### src/rtl/prefix_adder_pipe_if.sv
// ---------------------------------------------------------------------------
// prefix_adder_pipe_if
// Handshake and data bundle for prefix_adder_pipe.
//   in_valid / in_ready      : operand handshake (master -> adder)
//   a, b, cin, approx_k      : operands, carry-in, approximate-lower-part size
//   out_valid / out_ready    : result handshake (adder -> master)
//   sum, cout                : result and carry-out
// The adder connects through the slave modport; the producer/consumer side
// uses master.
// ---------------------------------------------------------------------------
interface prefix_adder_pipe_if #(
    parameter int WIDTH      = 16,
    parameter int APPROX_MAX = 8
);
    localparam int KW = $clog2(APPROX_MAX + 1);

    logic             in_valid;
    logic             in_ready;
    logic [WIDTH-1:0] a;
    logic [WIDTH-1:0] b;
    logic             cin;
    logic [KW-1:0]    approx_k;
    logic             out_valid;
    logic             out_ready;
    logic [WIDTH-1:0] sum;
    logic             cout;

    modport slave (
        input  in_valid, a, b, cin, approx_k, out_ready,
        output in_ready, out_valid, sum, cout
    );

    modport master (
        output in_valid, a, b, cin, approx_k, out_ready,
        input  in_ready, out_valid, sum, cout
    );
endinterface

### src/rtl/prefix_adder_pipe.sv
// ---------------------------------------------------------------------------
// prefix_adder_pipe
// Pipelined Kogge-Stone adder with an OR-based approximate lower part.
//   clk    : clock, rising edge
//   rst_n  : synchronous active-low reset
//   bus    : prefix_adder_pipe_if.slave (operand/result handshakes)
// Pipeline: pg stage, LEVELS prefix levels, output stage (latency LEVELS+2).
// A single global stall freezes every stage while a result waits downstream.
// ---------------------------------------------------------------------------
module prefix_adder_pipe #(
    parameter int WIDTH      = 16,
    parameter int APPROX_MAX = 8
) (
    input  logic                  clk,
    input  logic                  rst_n,
    prefix_adder_pipe_if.slave    bus
);
    localparam int LEVELS = $clog2(WIDTH);
    localparam int KW     = $clog2(APPROX_MAX + 1);

    // -------------------------------------------------------------------
    // Flow control
    // -------------------------------------------------------------------
    logic w_adv;
    logic r_out_valid;

    assign w_adv        = !r_out_valid || bus.out_ready;
    assign bus.in_ready = w_adv;

    // -------------------------------------------------------------------
    // Stage 0: clamp k, generate/propagate with lower-part masking
    // -------------------------------------------------------------------
    logic [KW-1:0]    w_k;
    logic             w_cin;
    logic [WIDTH-1:0] w_g0;
    logic [WIDTH-1:0] w_p0;
    logic [WIDTH-1:0] w_praw0;
    logic [WIDTH-1:0] w_or0;

    assign w_k     = (32'(bus.approx_k) > 32'(APPROX_MAX)) ? KW'(APPROX_MAX) : bus.approx_k;
    // cin only participates in exact operations
    assign w_cin   = bus.cin && (w_k == '0);
    assign w_praw0 = bus.a ^ bus.b;
    assign w_or0   = bus.a | bus.b;

    genvar gi, gj;
    generate
        for (gi = 0; gi < WIDTH; gi++) begin : g_pg
            logic w_low;
            logic w_inj;
            logic w_gen;
            assign w_low = 32'(gi) < 32'(w_k);
            // the approximate part hands its carry in as a generate at bit k-1
            assign w_inj = (32'(gi) + 32'd1) == 32'(w_k);
            assign w_gen = bus.a[gi] & bus.b[gi];
            if (gi == 0) begin : g_lsb
                // extra LSB cell: fold cin (position -1) into bit 0
                assign w_g0[gi] = w_low ? (w_inj & w_gen)
                                        : (w_gen | (w_praw0[gi] & w_cin));
            end else begin : g_mid
                assign w_g0[gi] = w_low ? (w_inj & w_gen) : w_gen;
            end
            assign w_p0[gi] = ~w_low & w_praw0[gi];
        end
    endgenerate

    // -------------------------------------------------------------------
    // Pipeline registers: index 0 is the pg stage, 1..LEVELS prefix levels
    // -------------------------------------------------------------------
    logic [LEVELS:0][WIDTH-1:0] r_g;
    logic [WIDTH-1:0]           r_p [0:LEVELS];
    logic [LEVELS:0][WIDTH-1:0] r_praw;
    logic [LEVELS:0][WIDTH-1:0] r_or;
    logic [KW-1:0]              r_k [0:LEVELS];
    logic [LEVELS:0]            r_cin;
    logic [LEVELS:0]            r_vld;

    // -------------------------------------------------------------------
    // Prefix levels: level gi pairs position gj with gj - 2^(gi-1)
    // -------------------------------------------------------------------
    logic [LEVELS:1][WIDTH-1:0] w_lg;
    logic [LEVELS:1][WIDTH-1:0] w_lp;

    generate
        for (gi = 1; gi <= LEVELS; gi++) begin : g_lvl
            localparam int D = 1 << (gi - 1);
            for (gj = 0; gj < WIDTH; gj++) begin : g_bit
                if (gj >= D) begin : g_cell
                    assign w_lg[gi][gj] = r_g[gi-1][gj] | (r_g[gi-1][gj-D] & r_p[gi-1][gj]);
                    assign w_lp[gi][gj] = r_p[gi-1][gj] & r_p[gi-1][gj-D];
                end else begin : g_pass
                    assign w_lg[gi][gj] = r_g[gi-1][gj];
                    assign w_lp[gi][gj] = r_p[gi-1][gj];
                end
            end
        end
    endgenerate

    // Datapath registers need no reset: their validity travels in r_vld
    always_ff @(posedge clk) begin
        if (w_adv) begin
            r_g[0]    <= w_g0;
            r_p[0]    <= w_p0;
            r_praw[0] <= w_praw0;
            r_or[0]   <= w_or0;
            r_k[0]    <= w_k;
            for (int s = 1; s <= LEVELS; s++) begin
                r_g[s]    <= w_lg[s];
                r_p[s]    <= w_lp[s];
                r_praw[s] <= r_praw[s-1];
                r_or[s]   <= r_or[s-1];
                r_k[s]    <= r_k[s-1];
            end
            r_cin <= {r_cin[LEVELS-1:0], w_cin};
        end
    end

    // -------------------------------------------------------------------
    // Final stage: sum bits from raw p and group generates
    // -------------------------------------------------------------------
    logic [WIDTH-1:0] w_carry;
    logic [WIDTH-1:0] w_sum;
    logic             w_cout;

    generate
        for (gi = 0; gi < WIDTH; gi++) begin : g_sum
            logic w_lowf;
            assign w_lowf = 32'(gi) < 32'(r_k[LEVELS]);
            if (gi == 0) begin : g_c0
                assign w_carry[gi] = r_cin[LEVELS];
            end else begin : g_cn
                assign w_carry[gi] = r_g[LEVELS][gi-1];
            end
            assign w_sum[gi] = w_lowf ? r_or[LEVELS][gi] : (r_praw[LEVELS][gi] ^ w_carry[gi]);
        end
    endgenerate

    assign w_cout = r_g[LEVELS][WIDTH-1];

    // -------------------------------------------------------------------
    // Valid chain and output registers
    // -------------------------------------------------------------------
    logic [WIDTH-1:0] r_sum;
    logic             r_cout;

    always_ff @(posedge clk) begin
        if (!rst_n) begin
            r_vld       <= '0;
            r_out_valid <= 1'b0;
            r_sum       <= '0;
            r_cout      <= 1'b0;
        end else if (w_adv) begin
            r_vld       <= {r_vld[LEVELS-1:0], bus.in_valid};
            r_out_valid <= r_vld[LEVELS];
            r_sum       <= w_sum;
            r_cout      <= w_cout;
        end
    end

    assign bus.out_valid = r_out_valid;
    assign bus.sum       = r_sum;
    assign bus.cout      = r_cout;
endmodule

### src/flat_wrapper.sv
// flat-port wrapper written by rule: the top's interface ports become plain ports
module prefix_adder_pipe_flat 
#(
    parameter int WIDTH      = 16,
    parameter int APPROX_MAX = 8
)
  (clk, rst_n, bus_in_valid, bus_a, bus_b, bus_cin, bus_approx_k, bus_out_ready, bus_in_ready, bus_out_valid, bus_sum, bus_cout);
  prefix_adder_pipe_if #(.WIDTH(WIDTH), .APPROX_MAX(APPROX_MAX)) bus_i ();
  input  logic clk;
  input  logic rst_n;
  input wire logic [$bits(bus_i.in_valid)-1:0] bus_in_valid;
  input wire logic [$bits(bus_i.a)-1:0] bus_a;
  input wire logic [$bits(bus_i.b)-1:0] bus_b;
  input wire logic [$bits(bus_i.cin)-1:0] bus_cin;
  input wire logic [$bits(bus_i.approx_k)-1:0] bus_approx_k;
  input wire logic [$bits(bus_i.out_ready)-1:0] bus_out_ready;
  output wire logic [$bits(bus_i.in_ready)-1:0] bus_in_ready;
  output wire logic [$bits(bus_i.out_valid)-1:0] bus_out_valid;
  output wire logic [$bits(bus_i.sum)-1:0] bus_sum;
  output wire logic [$bits(bus_i.cout)-1:0] bus_cout;
  assign bus_i.in_valid = bus_in_valid;
  assign bus_i.a = bus_a;
  assign bus_i.b = bus_b;
  assign bus_i.cin = bus_cin;
  assign bus_i.approx_k = bus_approx_k;
  assign bus_i.out_ready = bus_out_ready;
  assign bus_in_ready = bus_i.in_ready;
  assign bus_out_valid = bus_i.out_valid;
  assign bus_sum = bus_i.sum;
  assign bus_cout = bus_i.cout;
  prefix_adder_pipe #(.WIDTH(WIDTH), .APPROX_MAX(APPROX_MAX)) u_core (.clk(clk), .rst_n(rst_n), .bus(bus_i));
endmodule
### config.mk
export PLATFORM = sky130hd
export DESIGN_NAME = prefix_adder_pipe_flat
export DESIGN_NICKNAME = d
export VERILOG_FILES = /design/src/rtl/prefix_adder_pipe_if.sv /design/src/rtl/prefix_adder_pipe.sv /design/src/flat_wrapper.sv
export SDC_FILE = /design/constraint.sdc
export NUM_CORES = 1
export LEC_CHECK = 0
export BUFFER_PORTS_ARGS = -buffer_cell sky130_fd_sc_hd__buf_2
export CORE_MARGIN = 2
export CORE_UTILIZATION = 60
export DETAILED_ROUTE_END_ITERATION = 12
export PLACE_DENSITY = 0.86
export SKIP_LAST_GASP = 1
export SLEW_MARGIN = 30
export SYNTH_ARGS = -nofsm -noshare
export SYNTH_HDL_FRONTEND = slang
export SYNTH_SLANG_ARGS = --single-unit
### constraint.sdc
create_clock -name clk -period 6.9 [get_ports clk]
set_clock_uncertainty 0.2 [all_clocks]
set_input_delay 0.345 -clock clk [delete_from_list [all_inputs] [get_ports clk]]
set_output_delay 0.345 -clock clk [all_outputs]
set_load 0.03 [all_outputs]
==> summary.md, run 1 <==
| Metric | Value |
|---|---|
| CP endpoint kind | primary output |
| Root buffer cell | clkbuf_16 |
| Clock power share | 36.5% |
| Synth top area cells | edfxtp_1 (78%), dfxtp_1 (3.9%), ha_1 (3.3%) |
| Reg-to-reg endpoint | u_core.r_g[78] |
| CP Data Required Time | 6.36 ns |
| Final Hold Vio Count | 0 |
| Commonest non-fill, non-tap cell in the layout | edfxtp_1 |
| Worst-Margin Slew | 0.9349 ns |
| CTS tree | built |
| Avg WL per Cell | 18.71 um |
| Lkg Pwr | 5.644 nW |
| Clock Pin Slew Worst Setup and Hold Paths | 0.06 ns |
| GPL Wtd Cong | 0.7819 |
| Grt ovf | 0 |
| Inserted Diodes | 0 |
| VDD IR max | 0.2436 mV |
| Layer with the highest usage | met2 |
| Async SR Flop Fraction | 0% |
| Routed Antenna Nets | 0 |
| Setup crit end | bus_in_ready |
| Die ar. | 0.02083 mm2 |
| Synthesis-stage register bit count | 331 |
| CP Class | register to primary output |
| Outcome | finished clean |
| Share of layout cells above drive strength 1 | 14.23% |
| Distinct cell type count after synthesis | 38 |
| Met1 Usage GRT | 24.51% |
| Initial antenna violation count | 0 |
| Layout area overhead | 14.59% |
| Worst R2R Setup Slack | 4.38 ns |
| CP max stage delay | 0.53 ns |
| MaxCap Viol Count | 0 |
| Switch Pwr | 0.0008595 W |
| R2R cell count | 3 |
| Final min period | 2.805 ns |
| EDFF count, synth | 308 |
| Syn nets | 722 |
| Vias per Instance | 5.335 |
| Syn Area/Cell | 18.18 um2 |
| RSZ-0062 raised after global routing | false |
| Crit path max fanout | 145 |
| First-iteration detailed-routing DRC count | 483 |
| Cts repair resizes | 0 |
| Post-synthesis cell count | 650 |
| First-pass DRT Iterations | 5 |
| Simple-gate portion of the synthesized area | 4.596% |
| Via count | 5500 |
| Multi-input gate area | 0.001795 mm2 |
| Pwr/cell area | 304.8 mW/mm2 |
| Logic pwr share | 4.4% |
| Post-synthesis xor/xnor area fraction | 1.186% |
| Port Buffers | 59 |
| Critical path startpoint | u_core.bus.out_valid |
| Total GRT Usage | 18.92% |
| GR Util met2 | 32.30% |
| CP Cell Sequence | nor2b_4, inv_8, buf_2 |
| Finished layout cell area | 0.01354 mm2 |
| Synth warn | 0 |
| Yosys top cell by area | edfxtp_1 |
| CP max stage cell | nor2b_4 |
| Seq pwr share | 59.1% |
| Core ar. | 0.01940 mm2 |
| Non-filler cells, final | 1031 |
| Post-CTS Setup Bufs | 0 |
| Yosys top cell area share | 78.29% |
| Sequential-to-total area share from yosys stat | 82.19% |
| Die W | 144.3 um |
| P_int | 0.003267 W |
| Register area | 0.009709 mm2 |
| Cells after DPL | 946 |
| Worst path arrival time | 2.26 ns |
| M3 GR Usage | 2.947% |
| CP startpoint kind | register |
| Die Y | 144.3 um |
| Cell Area, Placed | 0.01234 mm2 |
| Pwr Total | 0.004127 W |
| Largest net degree at the start of global routing | 146 |
| Standard-cell row count | 51 |
| Clock latency on the worst-skew pair | 0.55 ns |
| Initial core utilization | 60.90% |
| Most frequent cells in the layout | edfxtp_1 (308), buf_2 (59), a21o_1 (49) |
| H-tree lvl count | 1 |
| Critical R2R Launch | u_core.bus.out_valid |
| Top FF cell, synth | edfxtp_1 |
| Vias in the first global route | 5536 |
| Setup-failing EPs final | 0 |
| Max clock buf depth | 3 |
| Hold Path Class | input pin to register |
| First-pass GRT wire length | 29500 um |
| Sw Share | 20.83% |
| HPWL after DPL | 11330 um |
| Max-slew headroom | 37.67% |
| Max Slew Vio Count | 0 |
| Ports | 60 |
| WL final | 19290 um |
| Final nets | 814 |
| Fill count | 1165 |
| Largest family of logic cells by synthesized area | compound AO/OA/AOI/OAI gates |
| Residual DRC count | 0 |
| Hold Path Origin | bus_b[4] |
| Synth Area in Adders | 3.283% |
| Clk sinks | 331 |
| Total CTS buffers | 30 |
| Setup tns final | 0 ns |
| Post-synthesis mux area share | 0.9320% |
| Synth Area in Compound Gates | 5.200% |
| Period Utilization, post-route | 40.65% |
| Fmax | 356.5 MHz |
| Synthesized area | 0.01181 mm2 |
how the worst min path moves through the flow:
stage,to,slack (ns),depth (start not counted)
2_1_floorplan,u_core.r_cin[1],0.20,0
5_1_grt,u_core.r_praw[4],0.007,3
4_1_cts,u_core.r_praw[8],0.00006,3
3_5_place_dp,u_core.r_cin[1],0.20,0
3_3_place_gp,u_core.r_praw[46],0.20,0
6_report,u_core.r_praw[4],0.01,3
cell type report:
type / count / area share (%)
Sequential cell: 331 / 71.72
Multi-Input combinational cell: 241 / 13.26
Clock buffer: 38 / 5.924
Timing Repair Buffer: 90 / 4.492
Tap cell: 265 / 2.449
Inverter: 48 / 1.386
Clock inverter: 18 / 0.7671
layer usage:
layer	vias to the layer above	wire, um
met5	-	0
met4	0	689
met3	55	1130
met2	222	9810
met1	2654	7662
li1	2569	-
power groups by stage:
| stage | Clock (W) | Sequential [W] | Combinational [W] |
|---|---|---|---|
| after floorplan | 0 | 0.00246 | 0.0000895 |
| after global placement | 0 | 0.00246 | 0.000153 |
| after detailed placement | 0 | 0.00248 | 0.000162 |
| after CTS | 0.00152 | 0.00244 | 0.000180 |
| after global routing | 0.00160 | 0.00245 | 0.000198 |
| final | 0.00151 | 0.00244 | 0.000181 |
cells in the mapped netlist, types with 2 or more instances:
library cell,instances
nand3_1,16
xnor2_1,5
mux2i_1,11
ha_1,31
a31oi_1,2
nor2_1,4
inv_1,48
dfxtp_1,23
o21a_1,2
a211oi_1,2
and2_1,43
a21o_1,49
nor2b_1,5
nand2_1,17
o311ai_1,4
xor2_1,11
nand4_1,3
buf_2,6
nor3_1,2
a21boi_0,6
nor3b_1,2
a21oi_1,3
edfxtp_1,308
clkbuf_1,22
o21ai_0,12
flip-flops by register name, indices dropped and copies added, names as in the netlist:
name / count
u_core.bus.cout: 1
u_core.bus.out_valid: 1
u_core.bus.sum: 16
u_core.r_cin: 5
u_core.r_g: 80
u_core.r_k: 20
u_core.r_or: 75
u_core.r_p: 49
u_core.r_praw: 79
u_core.r_vld: 5
through the flow:
stage	worst slack [ns]	util, %	hold WS (ns)
finish	4.095	69.79	0.01126
global route	3.960	69.79	0.007181
CTS	4.120	69.77	0.00006062
detailed placement	4.125	63.60	0.2045
global placement	4.074	63.58	0.2015
floorplan	1.671	-	0.2003
kinds of logic (layout without fill, tap and decap cells):
kind of cell    Yosys count  in the layout
flops                   331            331
mux                      11             11
buf+inv                  78            194
compound gates           86             86
fa+ha+maj                31             31
xor+xnor                 16             16
simple gates             97             97
worst max-delay path, delay by kind of cell (launching register included):
family	cells	cell delay, ns
buf+inv	2	0.76
simple gates	1	0.53
flops	1	0.32
what timing repair did:
action | 4_1_cts | 5_1_grt
hold buffers | 29 | 0
setup endpoints to repair | 0 | 0
hold endpoints to repair | 27 | 0
(Power assumes the default switching activity.)
==> run 2, diff against run 1 <==
- clock period: 6.9 -> 2.7 ns (I/O delays scaled with it)
==> summary.md, run 2 (synthesis gave the netlist of run 1 again) <==
| Metric | Value |
|---|---|
| Outcome | finished clean |
| Clock latency on the worst-skew pair | 0.55 ns |
| HPWL after DPL | 11020 um |
| First-pass GRT wire length | 30790 um |
| Most frequent cells in the layout | edfxtp_1 (308), dlygate4sd3_1 (62), buf_2 (59) |
| H-tree lvl count | 1 |
| Ports | 60 |
| Layout area overhead | 18.58% |
| Pre-CTS setup slack | 0.7894 ns |
| Residual DRC count | 0 |
| Clk sinks | 331 |
| CP endpoint kind | register |
| Fill count | 1109 |
| CP Data Required Time | 2.79 ns |
| Share of layout cells above drive strength 1 | 13.95% |
| GR Util met2 | 34.02% |
| Fmax | 405.8 MHz |
| Final min period | 2.464 ns |
| Avg WL per Cell | 18.86 um |
| Die W | 144.3 um |
| CTS tree | built |
| Largest net degree at the start of global routing | 105 |
| Worst path arrival time | 2.55 ns |
| WL final | 20140 um |
| Largest Register | u_core.r_g |
| Max reg flops | 80 |
| Clock Pin Slew Worst Setup and Hold Paths | 0.06 ns |
| Commonest non-fill, non-tap cell in the layout | edfxtp_1 |
| Top flop regs | u_core.r_g x80, u_core.r_praw x79, u_core.r_or x75 |
| Total GRT Usage | 19.85% |
| Non-filler cells, final | 1068 |
| Post-CTS Setup Bufs | 0 |
| Port Buffers | 59 |
| RSZ-0062 raised after global routing | false |
| Max-slew headroom | 52.64% |
| Vias in the first global route | 5664 |
| GPL Wtd Cong | 0.7800 |
| Setup-failing EPs final | 0 |
| Initial core utilization | 60.90% |
| Met1 Usage GRT | 26.41% |
| Via count | 5648 |
| Max Slew Vio Count | 0 |
| Core ar. | 0.01940 mm2 |
| Root buffer cell | clkbuf_16 |
| Layer with the highest usage | met2 |
| VDD IR max | 0.5813 mV |
| Crit path max fanout | 2 |
| Hold Path Class | register to register |
| Final nets | 852 |
| Inserted Diodes | 0 |
| Vias per Instance | 5.288 |
| Lkg Pwr | 5.858 nW |
| Die Y | 144.3 um |
| Cells after DPL | 951 |
| Pwr/cell area | 781.6 mW/mm2 |
| Die ar. | 0.02083 mm2 |
| CP Class | input pin to register |
| Grt ovf | 0 |
| Max clock buf depth | 3 |
| Routed Antenna Nets | 0 |
| CP startpoint kind | input pin |
| Initial antenna violation count | 0 |
| Worst-Margin Slew | 0.7104 ns |
| Layout Utilization | 72.21% |
| M3 GR Usage | 3.146% |
| Period Utilization, post-route | 91.26% |
| First-pass DRT Iterations | 5 |
| Final setup margin | 0.2358 ns |
| Setup tns final | 0 ns |
| MaxCap Viol Count | 0 |
| First-iteration detailed-routing DRC count | 469 |
| Final Hold Vio Count | 0 |
| Total CTS buffers | 30 |
| Standard-cell row count | 51 |
run 2: timing repair:
action,in CTS,in global routing
hold buffers,62,0
endpoints found under the hold margin,89,0
endpoints found under the setup margin,0,0
gates resized for setup,0,0
run 2: final cells by class:
class                   count  area, um2  share of cell area [%]
flip-flops and latches    331       9709                   69.31
clock inverters            18      201.4                   1.438
multi-input cells         241       1795                   12.82
well taps                 265      331.6                   2.367
repair buffers            128       1006                   7.181
clock buffers              37      777.0                   5.547
inverters                  48      187.7                   1.340
run 2: per-layer routing:
layer / up-vias / routed length (um)
li1: 2640 / -
met3: 48 / 1114
met5: - / 0
met4: 0 / 550
met1: 2739 / 8324
met2: 221 / 10150
run 2: report_power, final:
group / switching (W) / internal [W]
sequential: 0.000205 / 0.00603
combinational: 0.000258 / 0.000245
clock: 0.00179 / 0.00243
total: 0.00225 / 0.00870
run 2: path summary, 6_finish.rpt:
path | from | slack, ns | depth (start not counted) | to
setup / recovery | bus_b[0] | 0.24 | 8 | u_core.r_g[0]
hold / removal | u_core.r_praw[21] | 0.21 | 0 | u_core.r_praw[37]
setup reg to reg | u_core.bus.out_valid | 0.65 | 5 | u_core.r_vld[0]
hold reg to reg | u_core.r_praw[21] | 0.21 | 0 | u_core.r_praw[37]
run 2: worst max-delay path, cell delays in order:
cell and delay, ns:
dlygate4sd3_1 0.54, buf_2 0.13, inv_1 0.05, ha_1 0.32, a31oi_1 0.22, dlygate4sd3_1 0.58, nor2b_1 0.04, dlygate4sd3_1 0.54
run 2: stage by stage:
step | power, W | instance area [um2] | hold WS (ns)
after floorplan | 0.006525 | 11820 | 0.08245
after global placement | 0.006692 | 12410 | 0.2021
after detailed placement | 0.006737 | 12410 | 0.2045
after CTS | 0.01096 | 14010 | 0.2187
after global routing | 0.01127 | 14010 | 0.2241
final | 0.01095 | 14010 | 0.2126
==> run 3, diff against run 2 <==
==> constraint.sdc (replaced) <==
create_clock -name clk -period 2.7 [get_ports clk]
set_clock_uncertainty 0.2 [all_clocks]
set_input_delay 0.54 -clock clk [delete_from_list [all_inputs] [get_ports clk]]
set_output_delay 0.54 -clock clk [all_outputs]
set_load 0.03 [all_outputs]
==> summary.md, run 3 (synthesis gave the netlist of run 1 again) <==
| Metric | Value |
|---|---|
| Sw Share | 20.38% |
| Routed Antenna Nets | 0 |
| Standard-cell row count | 51 |
| Period Utilization, post-route | 81.15% |
| MaxCap Viol Count | 0 |
| First-pass DRT Iterations | 7 |
| Top flop regs | u_core.r_g x80, u_core.r_praw x79, u_core.r_or x75 |
| Initial core utilization | 60.90% |
| Logic pwr share | 4.0% |
| Most frequent cells in the layout | edfxtp_1 (308), buf_2 (59), a21o_1 (49) |
| Cells after DPL | 948 |
| Die W | 144.3 um |
| Lkg Pwr | 5.548 nW |
| Ports | 60 |
| GR Util met2 | 30.86% |
| Layer with the highest usage | met2 |
| Pre-CTS setup slack | 0.6765 ns |
| Die ar. | 0.02083 mm2 |
| CP max stage delay | 0.31 ns |
| Clock power share | 36.9% |
| Via count | 5357 |
| Core ar. | 0.01940 mm2 |
| VDD IR max | 0.5072 mV |
| Finished layout cell area | 0.01329 mm2 |
| R2R cell count | 3 |
| Post-CTS Setup Bufs | 0 |
| Met1 Usage GRT | 23.27% |
| CP max stage cell | dfxtp_1 |
| Switch Pwr | 0.002146 W |
| Hold Path Class | input pin to register |
| Hold Path Origin | bus_in_valid |
| Non-filler cells, final | 1002 |
| Initial antenna violation count | 0 |
| P_int | 0.008384 W |
| Total GRT Usage | 18.03% |
| M3 GR Usage | 3.675% |
| CTS tree | built |
| Cts repair resizes | 0 |
| Hold Path Stages | 3 |
| Layout area overhead | 12.52% |
| Fmax | 456.4 MHz |
| Max reg flops | 80 |
| Max Slew Vio Count | 0 |
| Final Hold Vio Count | 0 |
| Worst path arrival time | 1.45 ns |
| Residual DRC count | 0 |
| RSZ-0062 raised after global routing | false |
| CP Cell Sequence | nor2b_4, inv_8, buf_2 |
| Avg WL per Cell | 17.96 um |
| Hold Path End | u_core.r_vld[0] |
| Clock latency on the worst-skew pair | 0.53 ns |
| Clock Pin Slew Worst Setup and Hold Paths | 0.06 ns |
| CP Data Required Time | 1.96 ns |
| First-iteration detailed-routing DRC count | 560 |
| Seq pwr share | 59.2% |
| Final nets | 786 |
| Max clock buf depth | 3 |
| Max-slew headroom | 58.53% |
| Setup tns final | 0 ns |
| Inserted Diodes | 0 |
| Layout Utilization | 68.52% |
| Pwr/cell area | 792.2 mW/mm2 |
| Fill count | 1173 |
| Final setup margin | 0.5091 ns |
| First-pass GRT wire length | 28660 um |
| Total CTS buffers | 29 |
| H-tree lvl count | 1 |
| Crit path max fanout | 31 |
| CP Class | register to primary output |
| Largest Register | u_core.r_g |
| Root buffer cell | clkbuf_16 |
| Grt ovf | 0 |
| HPWL after DPL | 11330 um |
| Clk sinks | 331 |
| Outcome | finished clean |
| Share of layout cells above drive strength 1 | 14.93% |
| Cell Area, Placed | 0.01239 mm2 |
| Critical R2R Launch | u_core.bus.out_valid |
| Commonest non-fill, non-tap cell in the layout | edfxtp_1 |
| CP endpoint kind | primary output |
| Vias in the first global route | 5413 |
| WL final | 17990 um |
| Worst R2R Setup Slack | 0.91 ns |
| Largest net degree at the start of global routing | 122 |
| Die Y | 144.3 um |
| Hold_buf cts | 0 |
| Worst-Margin Slew | 0.6220 ns |
| Final min period | 2.191 ns |
| Reg-to-reg endpoint | u_core.r_praw[41] |
| Vias per Instance | 5.346 |
| CP startpoint kind | register |
| Setup-failing EPs final | 0 |
| GPL Wtd Cong | 0.7461 |
| Port Buffers | 59 |
-- run 3: cell count changes in the layout (fill, tap and decap cells not counted), sizes merged --
cell,change
bufinv,-2
clkbuf,-3
clkinv,+5
clkinvlp,-3
inv,+2
buf,-3
dlygate4sd3,-62
-- run 3: power by group through the flow --
stage / Clock (W) / Sequential [W] / Combinational [W]
after floorplan: 0 / 0.00630 / 0.000229
after global placement: 0 / 0.00630 / 0.000387
after detailed placement: 0 / 0.00633 / 0.000411
after CTS: 0.00393 / 0.00623 / 0.000420
after global routing: 0.00413 / 0.00627 / 0.000462
final: 0.00388 / 0.00623 / 0.000416
-- run 3: layout make-up --
| class | count | area (um2) | share of cell area [%] |
|---|---|---|---|
| Sequential cell | 331 | 9709 | 73.04 |
| Tap cell | 265 | 331.6 | 2.494 |
| Clock inverter | 20 | 161.4 | 1.214 |
| Timing Repair Buffer | 63 | 362.8 | 2.730 |
| Multi-Input combinational cell | 241 | 1795 | 13.51 |
| Clock buffer | 34 | 744.5 | 5.601 |
| Inverter | 48 | 187.7 | 1.412 |
-- run 3: per-stage QoR --
step	hold slack [ns]	power (W)
2_1_floorplan	0.2003	0.006525
3_3_place_gp	0.2008	0.006686
3_5_place_dp	0.2045	0.006743
4_1_cts	0.07586	0.01058
5_1_grt	0.09718	0.01086
6_report	0.08691	0.01053
-- run 3: worst max path at each step --
stage                         startpoint           endpoint  slack [ns]  depth (start not counted)
CTS                 u_core.bus.out_valid       bus_in_ready        0.47                          3
finish              u_core.bus.out_valid       bus_in_ready        0.51                          3
detailed placement         bus_out_ready      u_core.r_g[9]        0.68                          4
global route        u_core.bus.out_valid       bus_in_ready        0.43                          3
floorplan                  bus_out_ready       bus_in_ready        0.22                          4
global placement           bus_out_ready  u_core.r_praw[20]        0.70                          4
-- run 3: per-layer routing --
metal / vias up / wire length [um]
met4: 0 / 489
met3: 45 / 1110
li1: 2505 / -
met5: - / 0
met2: 194 / 9203
met1: 2613 / 7188
-- run 3: critical path: cells and delay by family (launching register included) --
family        cells  cell delay [ns]
buf+inv           2             0.46
flops             1             0.31
simple gates      1             0.14
